==> config.mk <==
export PLATFORM = sky130hd
export DESIGN_NAME = alu_op_sequencer
export DESIGN_NICKNAME = d
export VERILOG_FILES = /design/src/rtl/alu_seq_pkg.sv /design/src/rtl/alu_seq_settle_cnt.sv /design/src/rtl/alu_op_sequencer.sv
export SDC_FILE = /design/constraint.sdc
export NUM_CORES = 1
export LEC_CHECK = 0
export ABC_CLOCK_PERIOD_IN_PS = 4280
export BUFFER_PORTS_ARGS = -buffer_cell sky130_fd_sc_hd__buf_2
export CORE_MARGIN = 2
export CORE_UTILIZATION = 51
export DETAILED_ROUTE_END_ITERATION = 10
export PLACE_DENSITY = 0.89
export SYNTH_ARGS = -nofsm -noshare
export SYNTH_HDL_FRONTEND = slang
export SYNTH_SLANG_ARGS = --single-unit
export TNS_END_PERCENT = 100
==> constraint.sdc <==
create_clock -name CLK -period 4.28 [get_ports CLK]
set_clock_uncertainty 0.1 [all_clocks]
set_input_delay 0.856 -clock CLK [delete_from_list [all_inputs] [get_ports CLK]]
set_output_delay 0.856 -clock CLK [all_outputs]
set_load 0.05 [all_outputs]
==> src/rtl/alu_seq_pkg.sv <==
// alu_seq_pkg: shared types and constants for the ALU operation sequencer.
//   - ALU opcode constants driven onto ALU_SEL
//   - seq_state_t: sequencer FSM states
//   - alu_cmd_t: command payload accepted on the cmd_* channel
//   - width constants for operands, results and the settle counter
package alu_seq_pkg;

  localparam int unsigned OPND_W = 4;
  localparam int unsigned RES_W  = 5;
  localparam int unsigned OP_W   = 3;
  localparam int unsigned CNT_W  = 4;

  localparam logic [OP_W-1:0] ALU_OP_ADD = 3'b000;
  localparam logic [OP_W-1:0] ALU_OP_SUB = 3'b001;
  localparam logic [OP_W-1:0] ALU_OP_AND = 3'b010;
  localparam logic [OP_W-1:0] ALU_OP_OR  = 3'b011;
  localparam logic [OP_W-1:0] ALU_OP_XOR = 3'b100;

  typedef enum logic [2:0] {
    ST_IDLE   = 3'd0,
    ST_LOAD   = 3'd1,
    ST_EXEC   = 3'd2,
    ST_SETTLE = 3'd3,
    ST_RESP   = 3'd4
  } seq_state_t;

  typedef struct packed {
    logic [OP_W-1:0]   op;
    logic [OPND_W-1:0] a;
    logic [OPND_W-1:0] b;
    logic              chain;
  } alu_cmd_t;

endpackage

==> src/rtl/alu_seq_settle_cnt.sv <==
// alu_seq_settle_cnt: loadable down-counter timing the wait for the datapath
// Result to settle.
//   CLK      in   clock
//   Reset    in   asynchronous active-low reset
//   load     in   load load_val this edge (takes priority over en)
//   load_val in   settle cycle count, 1..15
//   en       in   decrement this edge (stops at zero)
//   last_c   out  combinational strobe: count is 1, this is the final edge
module alu_seq_settle_cnt
  import alu_seq_pkg::*;
(
  input  logic             CLK,
  input  logic             Reset,
  input  logic             load,
  input  logic [CNT_W-1:0] load_val,
  input  logic             en,
  output logic             last_c
);

  logic [CNT_W-1:0] cnt;

  // Down-counter; saturates at zero so a stray enable cannot wrap.
  always_ff @(posedge CLK or negedge Reset) begin
    if (!Reset) begin
      cnt <= '0;
    end else if (load) begin
      cnt <= load_val;
    end else if (en && (cnt != '0)) begin
      cnt <= cnt - CNT_W'(1);
    end
  end

  assign last_c = (cnt == CNT_W'(1));

endmodule

==> src/rtl/alu_op_sequencer.sv <==
// alu_op_sequencer: accepts one ALU command over valid/ready, sequences the
// operand-select/ALU datapath controls through LOAD/EXEC/SETTLE, samples the
// datapath Result and returns it over a valid/ready response channel.
// Optional feature macro: ALU_SEQ_CHAIN_EN (chains previous result as operand A).
//   CLK, Reset                 clock, asynchronous active-low reset
//   cmd_valid/cmd_ready        command handshake
//   cmd_op/cmd_a/cmd_b         ALU opcode and operands
//   cmd_chain                  use previous result as A (chain build only)
//   Operand_A/Operand_B        datapath operands
//   Sel_A/Sel_B                datapath mux selects (1 = operand, 0 = Temp)
//   ALU_SEL                    datapath ALU operation
//   Result                     datapath Temp register
//   rsp_valid/rsp_ready        response handshake
//   rsp_data                   captured Result
//   busy                       high whenever not IDLE
// Parameter SETTLE_CYCLES: 1..15 cycles waited after the Temp-load edge.
module alu_op_sequencer
  import alu_seq_pkg::*;
#(
  parameter int unsigned SETTLE_CYCLES = 1
) (
  input  logic              CLK,
  input  logic              Reset,
  input  logic              cmd_valid,
  output logic              cmd_ready,
  input  logic [OP_W-1:0]   cmd_op,
  input  logic [OPND_W-1:0] cmd_a,
  input  logic [OPND_W-1:0] cmd_b,
  input  logic              cmd_chain,
  output logic [OPND_W-1:0] Operand_A,
  output logic [OPND_W-1:0] Operand_B,
  output logic              Sel_A,
  output logic              Sel_B,
  output logic [OP_W-1:0]   ALU_SEL,
  input  logic [RES_W-1:0]  Result,
  output logic              rsp_valid,
  input  logic              rsp_ready,
  output logic [RES_W-1:0]  rsp_data,
  output logic              busy
);

  localparam logic [CNT_W-1:0] SETTLE_LD = CNT_W'(SETTLE_CYCLES);

  seq_state_t state;
  alu_cmd_t   cmd_in;
  logic       cnt_load_c;
  logic       cnt_en_c;
  logic       settle_last_c;

  assign cmd_in = '{op: cmd_op, a: cmd_a, b: cmd_b, chain: cmd_chain};

`ifdef ALU_SEQ_CHAIN_EN
  logic              chain_q;
  logic [OPND_W-1:0] last_result;
`else
  logic unused_chain;
  assign unused_chain = cmd_in.chain;
`endif

  // Counter is loaded on the Temp-load edge and runs only in SETTLE.
  assign cnt_load_c = (state == ST_EXEC);
  assign cnt_en_c   = (state == ST_SETTLE);

  alu_seq_settle_cnt u_settle_cnt (
    .CLK      (CLK),
    .Reset    (Reset),
    .load     (cnt_load_c),
    .load_val (SETTLE_LD),
    .en       (cnt_en_c),
    .last_c   (settle_last_c)
  );

  // Sequencer FSM; the operand/select/opcode registers double as the latched
  // command and are held outside LOAD so the datapath recirculates unchanged.
  always_ff @(posedge CLK or negedge Reset) begin
    if (!Reset) begin
      state     <= ST_IDLE;
      cmd_ready <= 1'b1;
      busy      <= 1'b0;
      rsp_valid <= 1'b0;
      rsp_data  <= '0;
      Operand_A <= '0;
      Operand_B <= '0;
      Sel_A     <= 1'b1;
      Sel_B     <= 1'b1;
      ALU_SEL   <= ALU_OP_ADD;
`ifdef ALU_SEQ_CHAIN_EN
      chain_q     <= 1'b0;
      last_result <= '0;
`endif
    end else begin
      case (state)
        ST_IDLE: begin
          if (cmd_valid) begin
            state     <= ST_LOAD;
            cmd_ready <= 1'b0;
            busy      <= 1'b1;
            Operand_A <= cmd_in.a;
            Operand_B <= cmd_in.b;
            ALU_SEL   <= cmd_in.op;
            Sel_B     <= 1'b1;
`ifdef ALU_SEQ_CHAIN_EN
            chain_q   <= cmd_in.chain;
            Sel_A     <= ~cmd_in.chain;
`else
            Sel_A     <= 1'b1;
`endif
          end
        end
        ST_LOAD: begin
          state <= ST_EXEC;
          Sel_A <= 1'b1;
`ifdef ALU_SEQ_CHAIN_EN
          // Reg_A now holds Temp[3:0]; drive the same value so it stays put.
          if (chain_q) begin
            Operand_A <= last_result;
          end
`endif
        end
        ST_EXEC: begin
          state <= ST_SETTLE;
        end
        ST_SETTLE: begin
          if (settle_last_c) begin
            state     <= ST_RESP;
            rsp_valid <= 1'b1;
            rsp_data  <= Result;
`ifdef ALU_SEQ_CHAIN_EN
            last_result <= Result[OPND_W-1:0];
`endif
          end
        end
        ST_RESP: begin
          if (rsp_ready) begin
            state     <= ST_IDLE;
            rsp_valid <= 1'b0;
            busy      <= 1'b0;
            cmd_ready <= 1'b1;
          end
        end
        default: begin
          state     <= ST_IDLE;
          rsp_valid <= 1'b0;
          busy      <= 1'b0;
          cmd_ready <= 1'b1;
        end
      endcase
    end
  end

endmodule

# --- After elaboration in Yosys (flattened, before gate mapping) ---
# Cells that the tools add are included.
classes:
  add_sub_neg: 1
  n_mul: 0
  div: 0
  magnitude_cmp: 0
  n_eq_ne: 8
  n_shift: 0
  mux: 15
  bitwise: 2
  n_reduce_logical: 13
ops:
  columns: ["operator", "count"]
  rows:
  - ["3-bit one-hot mux with 5 select lines", 1]
  - ["3-bit two-way mux", 3]
  - ["1-bit one-hot mux with 3 select lines", 3]
  - ["3-bit AND reduction", 3]
  - ["4-bit two-way mux", 2]
  - ["3-bit by 2-bit equality test with 1-bit output, second input constant", 2]
  - ["2-bit inequality test, second input constant", 3]
  - ["2-bit AND reduction", 3]
  - ["3-bit OR reduction", 2]
  - ["1-bit two-way mux", 5]
  - ["4-bit by 1-bit equality test with 1-bit output, second input constant", 1]
  - ["2-bit nonzero test", 2]
  - ["4-bit nonzero test", 1]
  - ["4-bit by 1-bit subtractor with 4-bit output, second input constant", 1]
  - ["3-bit by 1-bit equality test with 1-bit output, second input constant", 1]
  - ["3-bit equality test, second input constant", 1]
  - ["3-bit zero test", 1]
  - ["1-bit NOT", 2]
  - ["1-bit one-hot mux with 2 select lines", 1]
  - ["1-bit logical AND", 1]
totals:
  register_bits: 27
  latch_bits: 0
  ram_bits: 0
  mem_bits_ro: 0
  wordCells: 49
  memories: 0

# --- Longest topological paths before layout ---
# Gate-level depths: netlist of run 1.
logic_depth:
  ltp_word: 4
  mapped_depth: 6

# --- Hierarchy ---
# From an unflattened synthesis of run 1, not the netlist that was laid out.
unflattened:
  hier_cells: 95
  hier_area_um2: 1206.2
by_module_without_submodules:
  columns: ["mod", "n_inst", "cells_per_inst", "area_each_um2"]
  rows:
  - ["alu_op_sequencer", 1, 66, 923.4]
  - ["alu_seq_settle_cnt", 1, 29, 282.8]

# --- Worst setup path after synthesis of run 1 ---
# No wires, ideal clock.
synth_timing:
  path_kind: "reg-to-reg"
  from: "register u_settle_cnt.cnt[1]"
  to: "register rsp_data[0]"
  arrival_ns: 1.582
  required_ns: 4.055
  path_slack_ns: 2.473
  path_stages_with_launch: 7
  path_buffers: 1
  period_less_slack_ns: 1.807
  path_cell_list: "dfrtp_1 -> inv_1 -> ha_1 -> or3b_4 -> or2_1 -> buf_6 -> mux2_4"
synth_via:
  elab_chain_len: 2
synth_lines:
  columns: ["element", "line_no", "source"]
  rows:
  - ["start, declared", "alu_seq_settle_cnt.sv:20", "logic [CNT_W-1:0] cnt;"]
  - ["start signal, assigned", "alu_seq_settle_cnt.sv:27", "cnt <= load_val;"]
  - ["start signal, assigned", "alu_seq_settle_cnt.sv:29", "cnt <= cnt - CNT_W'(1);"]
  - ["4-bit by 1-bit equality test with 1-bit output", "alu_seq_settle_cnt.sv:33", "assign last_c = (cnt == CNT_W'(1));"]
  - ["2-bit AND reduction (no line)", null, null]
  - ["end signal, assigned", "alu_op_sequencer.sv:127", "rsp_data <= Result;"]
  - ["end, declared", "alu_op_sequencer.sv:38", "output logic [RES_W-1:0] rsp_data,"]
# Every way passes these cells.
# A chain may end at the register's enable or synchronous reset.

# --- Worst setup path after layout of run 1 ---
layout_timing:
  from: "register cmd_ready"
  to: "output cmd_ready"
layout_lines:
  columns: ["element", "line_no", "source"]
  rows:
  - ["start, declared", "alu_op_sequencer.sv:25", "output logic cmd_ready,"]
  - ["start signal, assigned", "alu_op_sequencer.sv:78", "cmd_ready <= 1'b1;"]
  - ["start signal, assigned", "alu_op_sequencer.sv:96", "cmd_ready <= 1'b0;"]
  - ["start signal, assigned", "alu_op_sequencer.sv:138", "cmd_ready <= 1'b1;"]
# No word-level cell between the ends.

==> results.txt, run 1 <==
maximum clock path buffer count: 2
die extent in y: 51.6 um
detailed-router iteration count before antenna repair: 3
TritonCTS buffer count: 3
Synth Cell Area: 1150 um2
Worst Path Buf+Inv: 1
Crit path largest cell delay: 0.56 ns
critical path depth in cells: 1
xor/xnor share of the synthesized area: 0.759%
asr flop ratio synth: 100%
RR Endpoint: rsp_data[1]
Root Buffer: clkbuf_4
row cnt: 17
violation count after the first detailed-route iteration: 5
crit path DAT: 1.13 ns
DR WL/cell: 13.2 um
nets: 154
Tmin final: 2.09 ns
clock transition at the registers of the reported paths: 0.14 ns
antenna-violating nets left: 0
RSZ-0062 raised after global routing: no
die area: 2660 um2
largest net degree at the start of global routing: 27
syn avg cell area: 12.7 um2
largest family of logic cells by synthesized area: multiplexers
area of the multi-input gates: 454 um2
critical path class: flip-flop to output pin
port buffer count: 38
Final HPWL DP: 1.63 mm
global-route wire length before repair: 3.37 mm
Mapped Cells: 91
Synth Area in Compound Gates: 6.72%
TNS Setup: 0 ns
CP endpoint: cmd_ready
Starting Density: 53.2%
post-CTS setup buffer count: 0
CTS sink cnt: 26
Synth cell types: 31
Post-synth top flop: dfrtp_1
Yosys reg bits: 26
# diodes: 0
CP cell instances: buf_2
cell depth of the worst flop-to-flop path: 5
# IOs: 42
FF/Latch Area: 652 um2
worst hold path type: input pin to asynchronous set/reset pin
cell family with most CP delay: flip-flops
MaxCap Viol Count: 0
Post-route DRC: 0
Synth Area in Simple Gates: 9.87%
antenna violations before repair: 0
drt total wl: 2.07 mm
reg2reg setup slack: 2.29 ns
mux cell area share after synthesis: 18.1%
Post-synth EDFFs: 0
Required @ worst endpoint: 3.32 ns
Pins Over Slew Limit: 0
RD Place Congestion: 0.681
fillers: 178
# hold bufs at CTS: 0
status: complete, no violations
Chip Width: 51.6 um
# setup viols final: 0
worst r2r src: u_settle_cnt.cnt[1]
total grt overflow: 0
vias after detailed routing: 824
clock latency on the worst-skew pair: 0.31 ns
number of global-route vias before repair: 820
Slowest-stage cell, CP: dfstp_2
post-synth top area share: 54.2%
Fin. Hold Viols: 0
FMAX: 479 MHz
Synth Area in Adders: 3.25%
CTS tree: built
Area Overhead vs Synth: 21.3%
Slew @ Worst Pin: 0.559 ns
area of the core: 2170 um2
crit-path max FO: 3
Final Cycle Share: 48.7%
CP Launch Point: cmd_ready
count leader, synth: dfrtp_1
H-Tree Depth: 1
slew margin rel.: 62.8%
Avg Vias per Cell: 5.25
crit start category: flip-flop
layout cells sized above 1: 46.5%
yosys warns: 0
total global-route track usage: 17.0%
CTS resizes: 0
top cells by count, synth: 25 x dfrtp_1, 11 x mux2_2, 6 x nor2_1
Critical Path End Type: output pin
post-synthesis sequential area ratio: 56.5%
post-synth top area cell: dfrtp_1
largest cells by area after synthesis: dfrtp_1 54%, mux2_2 11%, mux2_4 6.5%
-- area by class of cell --
class	count	share of cell area, %
flip-flops and latches	26	46.6
multi-input cells	57	32.5
repair buffers	38	13.6
well taps	28	2.50
clock inverters	1	2.15
clock buffers	3	1.61
inverters	4	1.07
-- through the flow --
stage               hold WS [ns]  setup slack, ns  std cells  util [%]  instance area, um2
floorplan                  0.399             2.47         92         -                1160
global placement           0.383             2.23        153      62.1                1350
detailed placement         0.388             2.21        153      62.1                1350
CTS                        0.408             2.18        157      64.5                1400
global route               0.424             2.15        157      64.5                1400
finish                     0.406             2.19        157      64.5                1400
-- sequential cells by signal (all words and copies together), names as in the netlist --
name              flops
rsp_data              5
Operand_A             4
Operand_B             4
u_settle_cnt.cnt      4
ALU_SEL               3
state                 3
busy                  1
cmd_ready             1
rsp_valid             1
-- kinds of logic (layout without fill, tap and decap cells) --
group | after synthesis | after routing
other | 1 | 2
flip-flops | 26 | 26
AO/OA/AOI/OAI | 12 | 12
multiplexers | 17 | 17
buffers and inverters | 9 | 46
XOR/XNOR | 1 | 1
AND/OR/NAND/NOR | 22 | 22
adder cells (fa/ha/maj) | 3 | 3
-- placed cells by master (no fill, tap or decap), types with 2 or more instances in the layout --
| cell | netlist | layout |
|---|---|---|
| nand2_1 | 5 | 5 |
| conb_1 | 1 | 2 |
| buf_2 | 1 | 38 |
| dfrtp_1 | 25 | 25 |
| nor2_1 | 6 | 6 |
| mux2_4 | 5 | 5 |
| clkbuf_4 | 0 | 3 |
| ha_1 | 3 | 3 |
| inv_1 | 4 | 4 |
| a21oi_1 | 2 | 2 |
| mux2_2 | 11 | 11 |
| o21ai_0 | 5 | 5 |
| nor3_1 | 3 | 3 |
-- routing by layer --
metal	part of all wire (%)	vias up	global-route usage, %
li1	-	385	-
met1	40	406	18.9
met2	53	33	31.6
met3	6.9	0	3.45
met4	0	0	6.14
met5	0	-	0
-- worst min path at each step --
stage                        startpoint  slack, ns                  end
floorplan           u_settle_cnt.cnt[2]       0.40  u_settle_cnt.cnt[2]
global route                      Reset       0.42         Operand_B[2]
CTS                               Reset       0.41         Operand_B[2]
global placement           Operand_B[1]       0.38         Operand_B[1]
detailed placement            cmd_ready       0.39            cmd_ready
finish                            Reset       0.41         Operand_B[2]
Power of run 1 is left out: the tool's default activity adds up to more than one toggle a clock period on the data nets, which glitch-free logic cannot reach.
==> inputs of run 2 (changes only) <==
Settings changed: ABC_CLOCK_PERIOD_IN_PS 4280 to 1900, CORE_UTILIZATION 51 to 43, PLACE_DENSITY 0.89 to 0.81.
Clock period 4.28 ns to 1.9 ns, I/O delays scaled along.
==> run 2 against run 1 <==
Net effect:
- critical path depth rose by 4
- setup slack worse by 2.1 ns
- flip-flop and latch count is the same
==> results.txt, run 2 (same netlist as run 1, synthesis figures left out) <==
CTS sink cnt: 26
die extent in y: 55.8 um
global-route wire length before repair: 3.76 mm
slew margin rel.: 62.6%
most common cell after layout, fill and taps aside: buf_2
hold_ws: 0.164 ns
die area: 3110 um2
layout cells sized above 1: 48.1%
status: complete, no violations
H-Tree Depth: 1
TritonCTS buffer count: 3
crit start category: flip-flop
Avg Vias per Cell: 4.96
number of global-route vias before repair: 870
critical path class: flip-flop to flip-flop
violation count after the first detailed-route iteration: 5
DR WL/cell: 13.5 um
crit-path max FO: 7
detailed-router iteration count before antenna repair: 4
Required @ worst endpoint: 2.04 ns
Slew @ Worst Pin: 0.560 ns
# diodes: 0
antenna violations before repair: 0
Top reg by flops: rsp_data
CP cell instances: inv_1 -> ha_1 -> or3b_4 -> or2_4 -> mux2_4
RSZ-0062 raised after global routing: no
Final Cycle Share: 96.4%
Root Buffer: clkbuf_4
vias after detailed routing: 808
worst hold path type: input pin to flip-flop
MaxCap Viol Count: 0
Post-route DRC: 0
Starting Density: 46.1%
Slowest-stage cell, CP: dfrtp_1
Critical Path End Type: flip-flop
# setup viols final: 0
drt total wl: 2.21 mm
clock latency on the worst-skew pair: 0.33 ns
area of the core: 2500 um2
Fin. Hold Viols: 0
Worst Path Buf+Inv: 1
most frequent cells in the layout: 38 x buf_2, 25 x dfrtp_1, 11 x mux2_2
nets: 158
CTS tree: built
maximum clock path buffer count: 2
FMAX: 546 MHz
row cnt: 18
total global-route track usage: 15.5%
max reg flops: 5
final cell count without fillers: 163
Pins Over Slew Limit: 0
post-CTS setup buffer count: 0
clock transition at the registers of the reported paths: 0.14 ns
# IOs: 42
Crit path largest cell delay: 0.42 ns
Final HPWL DP: 1.71 mm
cell family with most CP delay: simple AND/OR/NAND/NOR gates
crit path DAT: 1.97 ns
placed cell count: 158
RD Place Congestion: 0.730
total grt overflow: 0
largest net degree at the start of global routing: 27
port buffer count: 38
Chip Width: 55.8 um
antenna-violating nets left: 0
Area Overhead vs Synth: 24.5%
Tmin final: 1.83 ns
-- run 2: per-layer routing --
metal  up-vias  wire length (um)  track usage, %
li1        393                 -               -
met1       377               876            16.5
met2        33              1110            28.2
met3         5               193            5.35
met4         0                26            5.23
met5         -                 0               0
-- run 2: repair_timing --
action | CTS | global route
hold endpoints to repair | 25 | 0
endpoints found under the setup margin | 5 | 0
hold buffers | 1 | 0
resized for setup | 1 | 0
-- run 2: cell type report --
cell class                 count  area [um2]
fill                         224        1060
sequential                    26         652
multi-input combinational     57         457
timing repair buffer          42         223
tap                           30        37.5
clock inverter                 1        30.0
clock buffer                   3        22.5
inverter                       4        15.0
-- run 2: final timing paths --
path	slack, ns	endpoint	cells past startpoint	from
worst max-delay path	0.07	rsp_data[3]	5	u_settle_cnt.cnt[1]
worst min-delay path	0.16	rsp_data[4]	2	Result[4]
worst max register to register	0.07	rsp_data[3]	5	u_settle_cnt.cnt[1]
worst min register to register	0.41	cmd_ready	2	cmd_ready
max in group asynchronous	0.86	cmd_ready	2	Reset
min in group asynchronous	0.45	state[2]	2	Reset
-- run 2: through the flow --
step	setup WS, ns	utilization (%)	setup TNS [ns]	cell area, um2
after floorplan	0.0927	-	0	1160
after global placement	0.0433	54.9	0	1370
after detailed placement	-0.0178	54.9	-0.0536	1370
after CTS	0.0680	57.5	0	1440
after global routing	0.00784	57.5	0	1440
final	0.0693	57.5	0	1440
Power of run 2 is left out for the same reason.
==> inputs of run 3 (changes only) <==
--- a/config.mk
+++ b/config.mk
@@ -8,4 +8,5 @@
 export ABC_CLOCK_PERIOD_IN_PS = 1900
 export BUFFER_PORTS_ARGS = -buffer_cell sky130_fd_sc_hd__buf_2
+export CORE_ASPECT_RATIO = 1.2
 export CORE_MARGIN = 2
 export CORE_UTILIZATION = 43
==> constraint.sdc (replaced) <==
create_clock -name CLK -period 1.9 [get_ports CLK]
set_clock_uncertainty 0.1 [all_clocks]
set_input_delay 0.095 -clock CLK [delete_from_list [all_inputs] [get_ports CLK]]
set_output_delay 0.095 -clock CLK [all_outputs]
set_load 0.05 [all_outputs]
==> run 3 against run 2 <==
Net effect:
- final cell count rose by 13%
- critical path depth stayed put
- core utilization rose by 5.7 points
- highest routed layer unchanged
==> results.txt, run 3 (same netlist as run 1, synthesis figures left out) <==
status: complete, no violations
violation count after the first detailed-route iteration: 17
Starting Density: 45.2%
Fin. Hold Viols: 0
fillers: 205
layout cells sized above 1: 43.4%
number of global-route vias before repair: 902
Top reg by flops: rsp_data
Static Leakage: 0.798 nW
area post-placement: 1380 um2
RD Place Congestion: 0.687
drt total wl: 2.45 mm
final cell count without fillers: 185
Root Buffer: clkbuf_4
Post-route DRC: 0
FF/Latch Area: 652 um2
area of the multi-input gates: 457 um2
global-route wire length before repair: 3.71 mm
critical path class: flip-flop to flip-flop
CTS sink cnt: 26
placed cell count: 161
Final HPWL DP: 1.65 mm
TNS Setup: 0 ns
clock latency on the worst-skew pair: 0.31 ns
# diodes: 0
maximum clock path buffer count: 2
detailed-router iteration count before antenna repair: 3
crit start category: flip-flop
CTS tree: built
cell depth of the worst flop-to-flop path: 5
crit path DAT: 1.93 ns
Tmin final: 1.81 ns
# IOs: 42
area of the core: 2550 um2
total grt overflow: 0
Pwr Density: 1930 nW/um2
FMAX: 551 MHz
Pins Over Slew Limit: 0
Critical Path End Type: flip-flop
Slew @ Worst Pin: 0.554 ns
most common cell after layout, fill and taps aside: buf_2
clock transition at the registers of the reported paths: 0.13 ns
H-Tree Depth: 1
CP Launch Point: u_settle_cnt.cnt[1]
Area Overhead vs Synth: 39.7%
MaxCap Viol Count: 0
hold_ws: 0.184 ns
port buffer count: 38
worst hold path type: input pin to asynchronous set/reset pin
vias after detailed routing: 877
Final Power: 0.00311 W
Design Area, Final: 1610 um2
antenna-violating nets left: 0
row cnt: 20
antenna violations before repair: 0
total global-route track usage: 16.0%
Avg Vias per Cell: 4.74
nets: 177
TritonCTS buffer count: 3
DR WL/cell: 13.3 um
# setup viols final: 0
Final Cycle Share: 95.5%
crit-path max FO: 7
Max rail drop VDD: 1.05 mV
worst r2r src: u_settle_cnt.cnt[1]
RSZ-0062 raised after global routing: no
reg2reg setup slack: 0.09 ns
largest net degree at the start of global routing: 27
Required @ worst endpoint: 2.01 ns
most frequent cells in the layout: 38 x buf_2, 25 x dfrtp_1, 19 x dlygate4sd3_1
die extent in y: 60.7 um
die area: 3110 um2
RR Endpoint: rsp_data[0]
max reg flops: 5
slew margin rel.: 63.0%
Chip Width: 51.3 um
[run 3: worst max-delay path, cell delays in order, from the launching register on]
cell     delay, ns
dfrtp_1       0.43
inv_2         0.07
ha_1          0.12
or3b_4        0.38
or2_4         0.31
mux2_4        0.31
[run 3: layout make-up]
type / instances / area share, %
well taps: 33 / 2.56
repair buffers: 61 / 25.5
inverters: 4 / 0.932
multi-input cells: 57 / 28.3
flip-flops and latches: 26 / 40.5
clock buffers: 4 / 2.25
[run 3: metal layers]
layer / vias up / global-route usage (%) / wire, um
li1: 428 / - / -
met2: 29 / 33.6 / 1290
met1: 416 / 16.7 / 1020
met3: 4 / 1.48 / 108
met4: 0 / 4.51 / 30
met5: - / 0 / 0
[run 3: worst max-delay path by stage]
stage,endpoint,cells past startpoint
after CTS,rsp_data[0],5
after global placement,rsp_data[0],5
final,rsp_data[0],5
after detailed placement,rsp_data[3],5
after global routing,rsp_data[0],5
after floorplan,rsp_data[0],6
[run 3: per-stage QoR]
step	util (%)	setup slack [ns]
floorplan	-	0.0927
global placement	53.9	0.0473
CTS	62.8	0.0818
detailed placement	53.9	0.00374
finish	63.1	0.0859
global route	63.1	0.00162
[run 3: report_power, final]
part	switching [W]	total, W	internal [W]
sequential	0.000187	0.00102	0.000836
clock	0.000149	0.000266	0.000117
combinational	0.00119	0.00183	0.000633
[run 3: timing repair]
| action | in CTS | in global routing |
|---|---|---|
| hold buffers | 19 | 0 |
| pin swaps | 0 | 1 |
| endpoints found under the hold margin | 44 | 0 |
| setup buffers | 0 | 1 |
| setup endpoints to repair | 5 | 3 |
| resized for setup | 1 | 1 |
(Power assumes the default switching activity.)
